`config.mk`:
```
export PLATFORM = sky130hd
export DESIGN_NAME = btn_debounce
export DESIGN_NICKNAME = d
export VERILOG_FILES = /design/src/rtl/btn_debounce.sv
export SDC_FILE = /design/constraint.sdc
export NUM_CORES = 1
export LEC_CHECK = 0
export ABC_AREA = 1
export CORE_MARGIN = 8
export CORE_UTILIZATION = 49
export CTS_CLUSTER_SIZE = 20
export DETAILED_ROUTE_END_ITERATION = 10
export GPL_TIMING_DRIVEN = 0
export PLACE_DENSITY_LB_ADDON = 0.08
export SLEW_MARGIN = 20
export SYNTH_ARGS = -nofsm -noshare
export SYNTH_HDL_FRONTEND = slang
export SYNTH_SLANG_ARGS = --single-unit
```
`constraint.sdc`:
```
create_clock -name pclk -period 2.2 [get_ports pclk]
set_input_delay 0.44 -clock pclk [delete_from_list [all_inputs] [get_ports pclk]]
set_output_delay 0.44 -clock pclk [all_outputs]
set_load 0.01 [all_outputs]
```
`src/rtl/btn_debounce.sv`:
```
// Push-button conditioner: 2-flop synchroniser, stability-counter debounce, press/release pulses.
// Optional long-press pulse is built only when BTN_LONGPRESS_EN is defined.
module btn_debounce #(
  parameter logic IDLE_LEVEL      = 1'b1,
  parameter int   DEBOUNCE_CYCLES = 500000,
  parameter int   CNT_WIDTH       = 20,
  parameter int   LONG_CYCLES     = 100000000,
  parameter int   LCNT_WIDTH      = 27
) (
  input  logic pclk,
  input  logic presetn,
  input  logic btn_raw,
  output logic btn_state,
  output logic press_pulse,
  output logic release_pulse,
  output logic long_pulse
);

  localparam logic [CNT_WIDTH-1:0] CNT_LAST = CNT_WIDTH'(DEBOUNCE_CYCLES - 1);

  logic                 sync_q1;
  logic                 sync_q2;
  logic [CNT_WIDTH-1:0] cnt;
  logic                 differs;
  logic                 settle;

  assign differs = (sync_q2 != btn_state);
  assign settle  = differs && (cnt == CNT_LAST);

  always_ff @(posedge pclk or negedge presetn) begin
    if (!presetn) begin
      sync_q1       <= IDLE_LEVEL;
      sync_q2       <= IDLE_LEVEL;
      btn_state     <= IDLE_LEVEL;
      cnt           <= '0;
      press_pulse   <= 1'b0;
      release_pulse <= 1'b0;
    end else begin
      sync_q1       <= btn_raw;
      sync_q2       <= sync_q1;
      press_pulse   <= settle && (sync_q2 != IDLE_LEVEL);
      release_pulse <= settle && (sync_q2 == IDLE_LEVEL);
      if (!differs) begin
        cnt <= '0;
      end else if (settle) begin
        btn_state <= sync_q2;
        cnt       <= '0;
      end else begin
        cnt <= cnt + CNT_WIDTH'(1);
      end
    end
  end

`ifdef BTN_LONGPRESS_EN
  localparam logic [LCNT_WIDTH-1:0] LCNT_LAST = LCNT_WIDTH'(LONG_CYCLES - 1);

  logic [LCNT_WIDTH-1:0] lcnt;
  logic                  long_done;

  // Counter parks at its last value; long_done keeps the pulse to one per press.
  always_ff @(posedge pclk or negedge presetn) begin
    if (!presetn) begin
      lcnt       <= '0;
      long_done  <= 1'b0;
      long_pulse <= 1'b0;
    end else if (btn_state == IDLE_LEVEL) begin
      lcnt       <= '0;
      long_done  <= 1'b0;
      long_pulse <= 1'b0;
    end else begin
      long_pulse <= (lcnt == LCNT_LAST) && !long_done;
      if (lcnt == LCNT_LAST) begin
        long_done <= 1'b1;
      end else begin
        lcnt <= lcnt + LCNT_WIDTH'(1);
      end
    end
  end
`else
  assign long_pulse = 1'b0;
`endif

endmodule
```
==> summary.md <==
| Metric | Value |
|---|---|
| Status | completed |
| H-tree levels | 1 |
| Critical path buffers and inverters | 1 |
| Crit path capture type | output port |
| Routed WL per cell | 12.47 microns |
| GRT Residual Overflow | 0 |
| Via count | 1,128 |
| Number of fill cells | 265 |
| Post-synth ARST share | 100.0% |
| Number of global-route vias before repair | 1,114 |
| Syn Inst Count | 183 |
| CTS tree | yes |
| Utilization after layout | 54.87% |
| Later-pin clock latency in the skew report | 0.32 ns |
| IO Count | 7 |
| Power density cells | 475.4 mW/mm^2 |
| Post-placement cell count | 219 |
| Setup-failing EPs final | 0 |
| Yosys warning total | 0 |
| Mux contribution to synthesized area | 0% |
| Crit Path Category | reg2out |
| WHS | 0.08107 ns |
| Synth area leaders | dfrtp_1 40%, nor2_1 11%, nand2_1 11%, dfstp_2 5.7%, inv_1 5.7% |
| Simple-gate area share of the yosys netlist | 38.34% |
| Final #Nets | 197 |
| Initial antenna violation count | 0 |
| Postcts setup bufs | 0 |
| Area growth, synth to finish | 7.921% |
| Post-Syn Nets | 187 |
| Gr usage total | 12.53% |
| Cell with the largest stage delay on the worst path | dfstp_2 |
| IO Port Bufs | 5 |
| RSZ-0062 raised after global routing | false |
| # hold bufs at CTS | 0 |
| Synth top area share | 39.60% |
| Main synth FF type | dfrtp_1 |
| TritonRoute pass-1 iters | 4 |
| Vias/cell | 5.058 |
| CP top delay family | flip-flops |
| Post-CTS Resized | 0 |
| Leak | 0.6850 nW |
| Synth top cells by count | 41 x nor2_1, 40 x nand2_1, 22 x dfrtp_1, 21 x inv_1, 13 x nand3_1 |
| Post-synthesis xor/xnor area fraction | 5.041% |
| Routability Congestion | 0.8552 |
| Post-synthesis sequential element count | 25 |
| Post-Route WL | 2781 microns |
| Crit-path max cell delay | 0.56 ns |
| Die extent in x | 69.26 microns |
| Worst vdd ir | 0.3893 mV |
| Clock-pin transition on the worst setup and hold timing paths | 0.13 ns |
| Setup crit start | btn_state |
| F_max | 0.5388 GHz |
| Largest net degree at the start of global routing | 26 |
| CP arrival | 1.42 ns |
| Clock root cell | clkbuf_4 |
| Synth Cell Area | 0.001390 sq mm |
| Actual slew at the worst max-slew pin | 0.5432 ns |
| Min-delay worst type | in2async |
| Sequential fraction of the synthesis area | 45.27% |
| Crit-path cells | clkdlybuf4s50_1 |
| Share of cells above drive strength 1 | 14.06% |
| Std cell rows | 19 |
| Clk sinks | 25 |
| Antenna fix cells | 0 |
| Worst Path Required | 1.76 ns |
| Skew final | 0.003419 ns |
| CTS max path bufs | 2 |
| DP HPWL | 2080 microns |
| CTS Buf Count | 3 |
| Die height | 69.26 microns |
| Post-route ant nets | 0 |
| Total of max-cap violations | 0 |
| Main combinational cell family by area after synthesis | simple AND/OR/NAND/NOR gates |
| Global-route wire length before repair | 5037 microns |
| Top-count cell post-synth | nor2_1 |
| Residual DRC count | 0 |
| Area leader, netlist | dfrtp_1 |
| Final std cells w/o fill | 223 |
| Max Slew Vio Count | 0 |
| Final cycle utilization of the critical path | 84.36% |
| Final Hold Fails | 0 |
| Worst flop-to-flop path startpoint | cnt[0] |
| CP max FO | 3 |
| Post-synthesis adder-cell area fraction | 0.9001% |
| Iter 0 DRT Violations | 56 |
| Core ar. | 0.002734 sq mm |
| Setup TNS Final | 0 ns |
| EDFF count, synth | 0 |
| Die area | 0.004797 sq mm |
| Post-synthesis compound-gate area fraction | 2.070% |
| Netlist cell types | 24 |
| Syn_area_per_cell | 7.596 sq um |
| CP startpoint kind | flip-flop |
| Post-route minimum period | 1.856 ns |
| Relative slew slack | 63.78% |
| Starting density of the core | 50.85% |
==> path summary, 6_finish.rpt <==
check,slack [ns],end,cells past startpoint
max in group asynchronous,1.75,btn_state,1
worst min register to register,0.37,sync_q2,0
worst max register to register,0.76,cnt[17],9
worst max-delay path,0.34,btn_state,1
min in group pclk,0.37,sync_q2,0
worst min-delay path,0.08,cnt[10],1
==> power by group <==
group	leakage (nW)	total [W]	switching, W	internal (W)
Combinational	0.334	0.0000331	0.0000237	0.00000937
Sequential	0.336	0.000473	0.00000517	0.000467
Clock	0.0150	0.000208	0.000137	0.0000710
==> cells by family after synthesis <==
logic type | Yosys count
simple gates | 116
buf+inv | 27
flops | 25
xor+xnor | 8
compound gates | 5
fa+ha+maj | 1
other cells | 1
==> metal layers <==
layer	track usage, %	share of wire (%)	wire length (microns)	vias up
met5	0	0	0	-
met4	6.150	1.9	53	0
met3	2.432	4.7	131	5
met2	19.98	45	1246	22
met1	15.66	49	1349	518
li1	-	-	-	583
==> cell usage in the layout (no fill, tap or decap) <==
| master | n |
|---|---|
| nor2_1 | 41 |
| buf_6 | 1 |
| nand4_1 | 6 |
| xnor2_1 | 5 |
| nand2_4 | 1 |
| inv_2 | 3 |
| dfrtp_1 | 22 |
| xor2_1 | 3 |
| nand3_2 | 1 |
| o21ai_0 | 1 |
| nand3_1 | 13 |
| dfstp_2 | 3 |
| a21oi_1 | 3 |
| inv_1 | 21 |
| buf_4 | 1 |
| conb_1 | 1 |
| nor2_4 | 4 |
| clkbuf_4 | 3 |
| clkbuf_1 | 2 |
| ha_1 | 1 |
| nor2_2 | 5 |
| clkdlybuf4s50_1 | 4 |
| nand2_2 | 3 |
| nand2_1 | 40 |
| nor3_1 | 2 |
| o21ai_2 | 1 |
| buf_2 | 1 |
==> final cells by class <==
cell class              instances  area (sq um)  area share (%)
inverters                      24         90.09           6.005
well taps                      31         38.79           2.585
flip-flops and latches         25         629.4           41.95
clock buffers                   4         26.28           1.751
multi-input cells             131         648.1           43.20
repair buffers                  5         45.04           3.002
plain buffers                   3         22.52           1.501
==> sequential cells by signal (all words and copies together) (netlist names) <==
name           count
btn_state          1
cnt               20
press_pulse        1
release_pulse      1
sync_q1            1
sync_q2            1
==> per-stage QoR <==
| step | total power, W | area [sq um] | worst slack [ns] |
|---|---|---|---|
| after floorplan | 0.0004974 | 1390 | 0.9050 |
| after global placement | 0.0005149 | 1479 | 0.4051 |
| after detailed placement | 0.0005161 | 1479 | 0.3661 |
| after CTS | 0.0007250 | 1505 | 0.3262 |
| after global routing | 0.0007448 | 1500 | 0.2999 |
| final | 0.0007132 | 1500 | 0.3441 |
(Power assumes the default switching activity.)
